<file path="src/rtl/nt_subckt_bist_ctrl.sv">
// BIST stimulus/response controller for one Nt_Node benchmark subcircuit.
// Drives LFSR vectors into the CUT and folds its output into a MISR signature.
//
// Ports:
//   CLK         clock, all state updates on the rising edge
//   RST         synchronous active-high reset
//   start       one-cycle run request, honoured only in IDLE
//   abort       (only with BIST_ABORT_EN) cancels a run in INIT/RUN/DRAIN
//   golden_sig  expected signature, sampled in the DONE cycle
//   resp_in     CUT output
//   stim_out    CUT input vector, zero outside RUN
//   stim_valid  stim_out carries a live vector
//   cut_rst_n   active-low CUT reset, low during INIT
//   busy        high in INIT, RUN and DRAIN
//   done        one-cycle end-of-run pulse
//   pass        signature match, held until the next start
//   signature   current MISR value
//
// Optional feature macro: BIST_ABORT_EN adds the abort input.
module nt_subckt_bist_ctrl #(
    parameter int                NUM_IN        = 5,
    parameter int                LFSR_W        = 16,
    parameter logic [LFSR_W-1:0] SEED          = 16'hACE1,
    parameter logic [LFSR_W-1:0] POLY          = 16'h002D,
    parameter int                PATTERN_COUNT = 1000,
    parameter int                RESP_LAT      = 2,
    parameter int                INIT_CYC      = 4
) (
    input  logic              CLK,
    input  logic              RST,
    input  logic              start,
`ifdef BIST_ABORT_EN
    input  logic              abort,
`endif
    input  logic [LFSR_W-1:0] golden_sig,
    input  logic              resp_in,
    output logic [NUM_IN-1:0] stim_out,
    output logic              stim_valid,
    output logic              cut_rst_n,
    output logic              busy,
    output logic              done,
    output logic              pass,
    output logic [LFSR_W-1:0] signature
);

    typedef enum logic [2:0] {
        S_IDLE,
        S_INIT,
        S_RUN,
        S_DRAIN,
        S_DONE
    } state_t;

    // One counter serves INIT, then RUN+DRAIN as a single
    // run-relative cycle index, so the capture test is one compare.
    localparam logic [16:0] INIT_LAST = 17'(INIT_CYC - 1);
    localparam logic [16:0] RUN_LAST  = 17'(PATTERN_COUNT - 1);
    localparam logic [16:0] LAT       = 17'(RESP_LAT);
    localparam logic [16:0] END_LAST  = 17'(PATTERN_COUNT + RESP_LAT - 1);

    state_t            state;
    logic [16:0]       cnt;
    logic [LFSR_W-1:0] lfsr;
    logic [LFSR_W-1:0] misr;
    logic [LFSR_W-1:0] lfsr_nxt;
    logic [LFSR_W-1:0] misr_nxt;
    logic              capture;

    function automatic logic [LFSR_W-1:0] shift_fb(
        input logic [LFSR_W-1:0] v
    );
        return {v[LFSR_W-2:0], 1'b0} ^ (v[LFSR_W-1] ? POLY : '0);
    endfunction

    assign lfsr_nxt  = shift_fb(lfsr);
    assign misr_nxt  = shift_fb(misr) ^ {{(LFSR_W-1){1'b0}}, resp_in};
    assign signature = misr;

    // Response to vector k arrives RESP_LAT cycles later, so the
    // first RESP_LAT run-relative cycles carry nothing to capture.
    if (RESP_LAT == 0) begin : g_nolat
        assign capture = 1'b1;
    end else begin : g_lat
        assign capture = (cnt >= LAT);
    end

    always_ff @(posedge CLK) begin
        if (RST) begin
            state      <= S_IDLE;
            cnt        <= '0;
            lfsr       <= SEED;
            misr       <= '0;
            stim_out   <= '0;
            stim_valid <= 1'b0;
            cut_rst_n  <= 1'b1;
            busy       <= 1'b0;
            done       <= 1'b0;
            pass       <= 1'b0;
        end
`ifdef BIST_ABORT_EN
        else if (abort && (state == S_INIT ||
                           state == S_RUN  ||
                           state == S_DRAIN)) begin
            state      <= S_IDLE;
            cnt        <= '0;
            stim_out   <= '0;
            stim_valid <= 1'b0;
            cut_rst_n  <= 1'b1;
            busy       <= 1'b0;
            done       <= 1'b0;
            pass       <= 1'b0;
        end
`endif
        else begin
            unique case (state)
                S_IDLE: begin
                    if (start) begin
                        state     <= S_INIT;
                        cnt       <= '0;
                        lfsr      <= SEED;
                        misr      <= '0;
                        pass      <= 1'b0;
                        cut_rst_n <= 1'b0;
                        busy      <= 1'b1;
                    end
                end

                S_INIT: begin
                    if (cnt == INIT_LAST) begin
                        // Present pattern 0 on the first RUN cycle.
                        state      <= S_RUN;
                        cnt        <= '0;
                        cut_rst_n  <= 1'b1;
                        stim_out   <= lfsr[NUM_IN-1:0];
                        stim_valid <= 1'b1;
                        lfsr       <= lfsr_nxt;
                    end else begin
                        cnt <= cnt + 17'd1;
                    end
                end

                S_RUN: begin
                    if (capture) begin
                        misr <= misr_nxt;
                    end
                    cnt <= cnt + 17'd1;
                    if (cnt == RUN_LAST) begin
                        stim_out   <= '0;
                        stim_valid <= 1'b0;
                        if (RESP_LAT == 0) begin
                            state <= S_DONE;
                            busy  <= 1'b0;
                            done  <= 1'b1;
                        end else begin
                            state <= S_DRAIN;
                        end
                    end else begin
                        stim_out <= lfsr[NUM_IN-1:0];
                        lfsr     <= lfsr_nxt;
                    end
                end

                S_DRAIN: begin
                    if (capture) begin
                        misr <= misr_nxt;
                    end
                    cnt <= cnt + 17'd1;
                    if (cnt == END_LAST) begin
                        state <= S_DONE;
                        busy  <= 1'b0;
                        done  <= 1'b1;
                    end
                end

                S_DONE: begin
                    state <= S_IDLE;
                    cnt   <= '0;
                    done  <= 1'b0;
                    pass  <= (misr == golden_sig);
                end

                default: begin
                    state <= S_IDLE;
                end
            endcase
        end
    end

endmodule

</file>
<file path="config.mk">
export PLATFORM = sky130hd
export DESIGN_NAME = nt_subckt_bist_ctrl
export DESIGN_NICKNAME = d
export VERILOG_FILES = /design/src/rtl/nt_subckt_bist_ctrl.sv
export SDC_FILE = /design/constraint.sdc
export NUM_CORES = 1
export LEC_CHECK = 0
export CORE_ASPECT_RATIO = 1.25
export CORE_MARGIN = 2
export CORE_UTILIZATION = 45
export CTS_BUF_LIST = sky130_fd_sc_hd__clkbuf_4 sky130_fd_sc_hd__clkbuf_8 sky130_fd_sc_hd__clkbuf_16
export CTS_CLUSTER_DIAMETER = 120
export CTS_CLUSTER_SIZE = 8
export DETAILED_ROUTE_END_ITERATION = 8
export GPL_TIMING_DRIVEN = 0
export PLACE_DENSITY_LB_ADDON = 0.25
export SLEW_MARGIN = 20
export SYNTH_ARGS = -nofsm -noshare
export SYNTH_HDL_FRONTEND = slang
export SYNTH_SLANG_ARGS = --single-unit
</file>
<file path="constraint.sdc">
create_clock -name CLK -period 2.9 [get_ports CLK]
set_input_delay 0.435 -clock CLK [delete_from_list [all_inputs] [get_ports CLK]]
set_output_delay 0.435 -clock CLK [all_outputs]
set_load 0.03 [all_outputs]
</file>
==> summary.md <==
| Metric | Value |
|---|---|
| Synth cell count leaders | `62 x dfxtp_1, 38 x nor2_1, 20 x xnor2_1, 18 x xor2_1, 17 x a21oi_1` |
| Simple logic cell fraction of the synthesized area | `0.224` |
| Relative slew slack | `0.341` |
| IO Count | `46` |
| Post-synth EDFFs | `0` |
| Met3 Use GR | `0.0369` |
| Clock Path Buffers | `2` |
| Area of the multi-input gates | `0.00163 mm2` |
| Clock transition at path regs | `70 ps` |
| Setup TNS | `0 ps` |
| Synthesized flop and latch total | `62` |
| Power Dens Cells | `521 mW/mm2` |
| Crit path DAT | `2840 ps` |
| Synth top area share | `0.416` |
| Overflow after GRT | `0` |
| All-Layer GR Usage | `0.202` |
| RSZ-0062 raised after global routing | `false` |
| Fillcell total | `599` |
| DRC Markers | `0` |
| LEAKAGE | `approximately 1.4 nW` |
| Ys async rst share | `0` |
| Syn Inst Count | `335` |
| # diodes | `0` |
| Worst Max-Slew Pin Slew | `975 ps` |
| Fraction of layout cells with a size suffix above 1 | `0.0835` |
| Cell area after synthesis | `0.00299 mm2` |
| Row count | `33` |
| WL per Instance | `roughly 14 um` |
| Cell taking the most area after synthesis | `dfxtp_1` |
| TritonCTS Buffers | `9` |
| CP bufs+invs | `1` |
| Synth cell types | `53` |
| Post-place setup slack | `287 ps` |
| Worst path top cell family by delay | `simple AND/OR/NAND/NOR gates` |
| Setup Skew | `7.31 ps` |
| Compound-Gate Fraction of Synth Area | `0.173` |
| Clock Latency Late Sink | `330 ps` |
| Final count of hold timing violations | `0` |
| Met1 usage | `0.240` |
| Routability cong. | `just under 0.9` |
| Max-cap violations | `0` |
| H-Tree Depth | `3` |
| Die Y | `95.1 um` |
| Post-synthesis mux area share | `0.0172` |
| Setup ws final | `~270 ps` |
| Area growth syn-to-layout | `26.6%` |
| Cts hold-fix bufs | `0` |
| Largest cells by area after synthesis | `dfxtp_1 42%, xnor2_1 5.9%, xor2_1 5.3%` |
| Fmax | `0.380 GHz` |
| Clk sinks | `62` |
| Avg Vias per Cell | `about 5.4` |
| Vias in the first global route | `about 2500` |
| Grt met2 use | `0.354` |
| Nets | `414` |
| Global-route wire length before repair | `11700 um` |
| Root Driver | `clkbuf_8` |
| Synth Area in Adders | `0.0168` |
| Total Routed Length | `6960 um` |
| Die Wd | `76.9 um` |
| CTS tree | `built` |
| CP required | `3110 ps` |
| Mapped Nets | `359` |
| Port bufs | `44` |
| Mapped Avg Cell Area | `8.92 um2` |
| Most frequent cell after synthesis | `dfxtp_1` |
| XOR/XNOR Fraction of Synth Area | `0.111` |
| Hold crit path type | `flip-flop to flip-flop` |
| Resize count post-CTS | `0` |
| Largest family of logic cells by synthesized area | `simple AND/OR/NAND/NOR gates` |
| 1st-iter DRT viols | `133` |
| Post-synthesis sequential area ratio | `0.416` |
| Initial Util | `0.461` |
| DP Wirelength | `about 5000 um` |
| CP Max Fanout | `10` |
| Core ar. | `0.00648 mm2` |
| Tcrit/Tclk final | `0.908` |
| Synth Flop Type | `dfxtp_1` |
| DRT Pass-1 Iters | `5` |
| GRT busiest layer | `met2` |
| Pins over their slew limit | `0` |
| Max IR drop VDD | `0.000435 V` |
| ANT nets after route | `0` |
| Post-CTS Setup Repair Bufs | `0` |
| Status | `completed` |
| Final setup violation count | `0` |
| Period minus WS final | `2630 ps` |
| Die area | `0.00731 mm2` |
| Worst path max stage delay | `590 ps` |
| Crit Path Class | `flip-flop to flip-flop` |
| Yosys warning count | `0` |
| Largest net degree at the start of global routing | `11` |
| Critical-path top delay cell | `nor4_4` |
| Startpoint Class | `flip-flop` |
| Sequential cell area | `0.00124 mm2` |
| Critical-path cell list | `or4_4 > nor4_4 > a41oi_1 > nand2_1 > buf_1 > nor2_1` |
| Vias | `2624` |
| CP endpoint kind | `flip-flop` |
| Hold WS | `465 ps` |
| Initial antenna violation count | `0` |
## power by group
| part | internal [W] | total, W | switching [W] |
|---|---|---|---|
| Clock | 0.000563 | 0.000887 | 0.000324 |
| Combinational | 0.0000832 | 0.000196 | 0.000113 |
| Sequential | 0.000870 | 0.000887 | 0.0000163 |
## cells by family (layout without fill, tap and decap cells)
group	after synthesis	count (layout)
and+or+nand+nor	123	123
AOI/OAI and AO/OA	73	73
xor gates and xnor gates	38	38
adders and majority gates	4	4
muxes	5	5
buffers and inverters	30	90
DFF	62	62
## final timing paths
kind / startpoint / to / slack (ps) / cells past startpoint
setup reg to reg: cnt[13]$_SDFFE_PP0P_ / cnt[8]$_SDFFE_PP0P_ / 270 / 6
hold / removal: pass$_SDFFE_PP0P_ / pass$_SDFFE_PP0P_ / 460 / 2
setup / recovery: cnt[13]$_SDFFE_PP0P_ / cnt[8]$_SDFFE_PP0P_ / 270 / 6
hold reg to reg: pass$_SDFFE_PP0P_ / pass$_SDFFE_PP0P_ / 460 / 2
## worst register-to-register path, cell delays in order (launching register included)
cell and delay (ps):
dfxtp_1 350, or4_4 570, nor4_4 590, a41oi_1 250, nand2_1 260, buf_1 390, nor2_1 100
## stage by stage
stage / utilization / cell area [um2] / std cells / total power, W
floorplan: - / 2990 / 335 / 0.00103
global placement: 0.545 / 3540 / 466 / 0.00110
detailed placement: 0.546 / 3540 / 466 / 0.00110
CTS: 0.583 / 3780 / 482 / 0.00199
global route: 0.583 / 3780 / 482 / 0.00205
finish: 0.583 / 3780 / 482 / 0.00197
## per-layer routing
metal,wire (um),vias to the layer above
met3,199,12
met1,3150,1247
met5,0,-
met4,138,0
li1,-,1315
met2,3460,50
## cell usage in the layout (no fill, tap or decap), types with 4 or more instances in the layout
cell             netlist  layout
nand4_1                8       8
mux2i_1                4       4
clkbuf_8               0      12
xor2_1                18      18
xnor2_1               20      20
nor4b_1                5       5
and3_1                 4       4
dfxtp_1               62      62
nor2b_1                9       9
a22o_1                16      16
o21ai_0               16      16
nand2_1               14      14
a32o_1                 4       4
clkbuf_1              12      12
inv_1                  9       9
nand3_1               11      11
clkdlybuf4s50_1        0      44
buf_2                  4       4
nor3_1                10      10
a21oi_1               17      17
ha_1                   4       4
nor2_1                38      38
## cell type report
type | instances | share of cell area
multi-input combinational | 243 | 0.430
sequential | 62 | 0.328
timing repair buffer | 44 | 0.117
clock buffer | 13 | 0.0457
tap | 87 | 0.0288
buffer | 21 | 0.0245
clock inverter | 3 | 0.0172
inverter | 9 | 0.00894
## state kept, by name, indices dropped and copies added, names as in the netlist
name,count
done,1
pass,1
state,3
lfsr,16
cut_rst_n,1
busy,1
stim_out,5
cnt,17
stim_valid,1
signature,16
(Power assumes the default switching activity.)
==> patch 1 (config.mk and constraints unchanged) <==
The 5 states of `state_t` get a one-hot encoding in 5 bits.
--- a/src/rtl/nt_subckt_bist_ctrl.sv
+++ b/src/rtl/nt_subckt_bist_ctrl.sv
@@ -43,12 +43,12 @@
     output logic [LFSR_W-1:0] signature
 );
 
-    typedef enum logic [2:0] {
-        S_IDLE,
-        S_INIT,
-        S_RUN,
-        S_DRAIN,
-        S_DONE
+    typedef enum logic [4:0] {
+        S_IDLE  = 5'b00001,
+        S_INIT  = 5'b00010,
+        S_RUN   = 5'b00100,
+        S_DRAIN = 5'b01000,
+        S_DONE  = 5'b10000
     } state_t;
 
     // One counter serves INIT, then RUN+DRAIN as a single
Behaviour: same outputs for any inputs over 10 cycles, from zero or initial values and one cycle with RST high; not proved beyond that.
==> patch 1 against the original RTL <==
Sequential share of layout area decreased by 0.63 points. Sequential cell count rose by 2. Cell count rose by 6.8%. Fmax is 5.3% higher. Synthesized area grew 7.3%. Routed wire length is 17% higher. Worst setup slack better by 0.13 ns. Highest routed layer unchanged. Critical path depth increased by 1. Critical path type unchanged. Design area is 5.2% higher. Power grew 0.26%.
==> patch 1: results (changes against the original RTL) <==
* First-pass GRT wire length at 13,400 microns (was 11,700 microns)
* Vias in the first global route at 2,790 (was 2,541)
* Worst VDD drop at 0.243 mV (was 0.435 mV)
* Htree depth at 3 (unchanged)
* Number of distinct library cells after synthesis at 59 (was 53)
* DRC marker count from the first detailed-route iteration at 239 (was 133)
* HPWL Detailed at 5800 microns (was 5030 microns)
* Final std cells w/o fill at 515 (was 482)
* R2R Setup Slk at 0.40 ns (was 0.27 ns)
* Most flops, register: cnt (unchanged)
* CTS resizes at 0 (unchanged)
* YS warnings at 0 (unchanged)
* Placed cells at 499 (was 466)
* Max reg flops at 17 (unchanged)
* Fill cells at 630 (was 599)
* Register area share after synthesis at 0.400 (was 0.416)
* GRT Util Overall at 0.219 (was 0.202)
* Share of cells above drive strength 1 at 0.0894 (was 0.0835)
* Post-synth top cells: dfxtp_1 (64), nand2_1 (34), a21oi_1 (28), nand3_1 (28), clkbuf_1 (17) (was dfxtp_1 (62), nor2_1 (38), xnor2_1 (20), xor2_1 (18), a21oi_1 (17))
* Diode count at 0 (unchanged)
* Initial antenna violation count at 0 (unchanged)
* Port Buf Inserts at 44 (unchanged)
* Post-CTS setup buffer count at 0 (unchanged)
* Utilization after layout at 0.574 (was 0.583)
* Arrival @ worst endpoint at 2.72 ns (was 2.84 ns)
* Vias/cell at 5.76 (was 5.44)
* Hold Path Class: reg2reg (unchanged)
* Synth Instances at 365 (was 335)
* Gp weighted congestion at 0.843 (was 0.873)
* Synth area leaders: dfxtp_1 (40%), a21oi_1 (4.4%), nand3_1 (4.4%), xnor2_1 (4.1%), nand2_1 (4.0%) (was dfxtp_1 (42%), xnor2_1 (5.9%), xor2_1 (5.3%), nor2_1 (4.8%), a22o_1 (4.7%))
* Slew margin rel. at 0.518 (was 0.341)
* Cell Area, Placed at 3760 sq um (was 3540 sq um)
* Worst R2R Start: cnt[0] (was cnt[13])
* Clk_lat worst skew at 0.35 ns (was 0.33 ns)
* Worst reg2reg path endpoint: cnt[14] (was cnt[8])
* Pleak at 1.42 nW (about the same)
* CTS root buf: clkbuf_8 (unchanged)
* Skew final at 0.0112 ns (was 0.00731 ns)
* Worst Hold Launch: stim_out[1] (was pass)
* Routed WL per cell at 15.8 microns (was 14.4 microns)
* Clock-pin transition on the worst setup and hold timing paths at 0.07 ns (about the same)
* Async SR Flop Fraction at 0 (unchanged)
* Hold depth at 2 (unchanged)
* Synthesized Nets at 389 (was 359)
* Reg2reg path depth at 7 (was 6)
* Largest net degree at the start of global routing at 13 (was 11)
* Worst Hold Endpoint: stim_out[1] (was pass)
* Crit-path max FO at 10 (unchanged)
* Final nets at 444 (was 414)
* Status: complete, no violations (unchanged)
[patch 1: cell types whose count changed after synthesis, sizes merged, moves of 9 or more]
cell,unedited run,this run
a21oi,17,28
nand2,16,35
nand3,11,29
a22o,16,7
nor2,38,14
a31oi,2,13
[patch 1: worst max-delay path by stage]
stage | startpoint | end | cells after the start
floorplan | cnt[0] | lfsr[3] | 6
global placement | start | cnt[10] | 6
detailed placement | start | cnt[10] | 6
CTS | cnt[1] | cnt[14] | 7
global route | cnt[0] | cnt[14] | 7
finish | cnt[0] | cnt[14] | 7
[patch 1: logic make-up after synthesis]
group	count (synthesis)	share of synthesized area
and+or+nand+nor	137	0.245
AOI/OAI and AO/OA	101	0.223
DFF	64	0.400
buffers and inverters	31	0.0390
xor gates and xnor gates	27	0.0738
adders and majority gates	4	0.0156
muxes	1	0.00312
[patch 1: critical path, stage by stage (launching register included)]
cell,delay (ns)
dfxtp_1,0.49
ha_1,0.30
or4b_1,0.51
nor4_4,0.39
o22ai_2,0.24
buf_2,0.26
a21oi_1,0.14
a31oi_1,0.05
[patch 1: area by class of cell]
type                    count  area share
plain buffers              22      0.0223
clock buffers               9      0.0311
clock inverters             7      0.0242
inverters                   9     0.00912
multi-input cells         270       0.452
flip-flops and latches     64       0.322
well taps                  90      0.0283
repair buffers             44       0.111
[patch 1: stage by stage]
stage          power, W  worst slack, ns  hold WS [ns]
2_1_floorplan   0.00106            0.756         0.437
3_3_place_gp    0.00114            0.381         0.445
3_5_place_dp    0.00114            0.378         0.450
4_1_cts         0.00198            0.414         0.460
5_1_grt         0.00205            0.289         0.479
6_report        0.00197            0.398         0.460
[patch 1: where the power goes]
part / total (W) / switching [W] / internal [W]
Clock: 0.000849 / 0.000364 / 0.000485
Sequential: 0.000905 / 0.00000978 / 0.000895
Combinational: 0.000221 / 0.000137 / 0.0000845
[patch 1: metal layers]
| metal | wire (microns) | vias up | global-route usage |
|---|---|---|---|
| met5 | 0 | - | 0 |
| li1 | - | 1461 | - |
| met1 | 3690 | 1425 | 0.277 |
| met3 | 317 | 9 | 0.0591 |
| met4 | 95 | 0 | 0.0809 |
| met2 | 4030 | 71 | 0.355 |
==> patch 2 (same flow settings) <==
Without the edit above. `NUM_IN`: 5 -> 4.
--- a/src/rtl/nt_subckt_bist_ctrl.sv
+++ b/src/rtl/nt_subckt_bist_ctrl.sv
@@ -18,7 +18,7 @@
 //
 // Optional feature macro: BIST_ABORT_EN adds the abort input.
 module nt_subckt_bist_ctrl #(
-    parameter int                NUM_IN        = 5,
+    parameter int                NUM_IN        = 4,
     parameter int                LFSR_W        = 16,
     parameter logic [LFSR_W-1:0] SEED          = 16'hACE1,
     parameter logic [LFSR_W-1:0] POLY          = 16'h002D,
Interface: changed (resized stim_out); port bits go from 46 to 45. The function was not compared with the original's and may differ.
==> patch 2 against the original RTL <==
Via count about the same. Core utilization down 0.39 points. Routed wire length down 0.27%. Synthesized area up 2.1%. Design area up 0.60%. Power down 1.8%. Sequential cell count down 1. Worst setup slack worse by 0.052 ns.
==> patch 2: results (changes against the original RTL) <==
* Minimum hold slack at 0.464 ns (was 0.465 ns)
* Worst Hold Endpoint: lfsr[12] (was pass)
* Slew margin rel. at 0.404 (was 0.341)
* Slowest stage delay, CP at 0.48 ns (was 0.59 ns)
* Sequential share of cell area at 0.321 (was 0.328)
* Bufs w/o clock at 62 (was 65)
* Comb pwr share at 0.142 (was 0.100)
* DRC marker count from the first detailed-route iteration at 154 (was 133)
* Max Fclk at 372 MHz (was 380 MHz)
* Met2 wire length at 3380 microns (was 3460 microns)
* Worst R2R Start: cnt[0] (was cnt[13])
* Fill cells at 588 (was 599)
* Sequential fraction of design power at 0.456 (was 0.450)
* CTS sink count at 61 (was 62)
* Synth Instances at 343 (was 335)
* Final nets at 422 (was 414)
* Comb_multi_in at 258 (was 243)
* Vias/cell at 5.37 (was 5.44)
* Vias in the first global route at 2,563 (was 2,541)
* HPWL Detailed at 5100 microns (was 5030 microns)
* Total length of routed wires at 6940 microns (was 6960 microns)
* Register area share after synthesis at 0.400 (was 0.416)
* Data buffer area share at 0.138 (was 0.141)
* Area of the multi-input gates at 1720 sq um (was 1630 sq um)
* First drt pass iteration count at 4 (was 5)
* Skew final at 0.0104 ns (was 0.00731 ns)
* Psw at 0.000486 W (was 0.000453 W)
* Synth area leaders: dfxtp_1 (40%), mux2i_1 (7.9%), xnor2_1 (6.6%), nand2_1 (5.8%), xor2_1 (4.0%) (was dfxtp_1 (42%), xnor2_1 (5.9%), xor2_1 (5.3%), nor2_1 (4.8%), a22o_1 (4.7%))
* Met3 WL at 327 microns (was 199 microns)
* Gp weighted congestion at 0.829 (was 0.873)
* Worst reg2reg path endpoint: lfsr[7] (was cnt[8])
* Pleak at 1.37 nW (was 1.42 nW)
* Clock-cell share of area at 0.0533 (was 0.0629)
* Status: complete, no violations (unchanged)
* Slowest-stage cell, CP: dfxtp_1 (was nor4_4)
* Worst Hold Launch: lfsr[12] (was pass)
* Worst VDD drop at 0.255 mV (was 0.435 mV)
patch 2: cell count changes after synthesis, moves of 4 or more:
cell	delta
a21oi_1	-13
a22o_1	-12
mux2i_1	+20
nand2_1	+33
nand2b_1	+4
nor2_1	-7
nor2b_1	-8
nor3_1	+5
nor4b_1	-5
o21ai_0	-9
xor2_1	-4
patch 2: metrics by stage:
step | power, W | area, sq um | util
2_1_floorplan | 0.00109 | 3050 | -
3_3_place_gp | 0.00117 | 3600 | 0.548
3_5_place_dp | 0.00118 | 3600 | 0.548
4_1_cts | 0.00194 | 3800 | 0.579
5_1_grt | 0.00201 | 3800 | 0.579
6_report | 0.00193 | 3800 | 0.579
patch 2: kinds of logic (layout without fill, tap and decap cells):
family	Yosys count	in the layout	share of synthesized area
flops	61	61	0.400
mux	24	24	0.0788
fa+ha+maj	4	4	0.0164
buf+inv	24	82	0.0353
simple gates	152	152	0.257
compound gates	41	41	0.106
xor+xnor	37	37	0.106
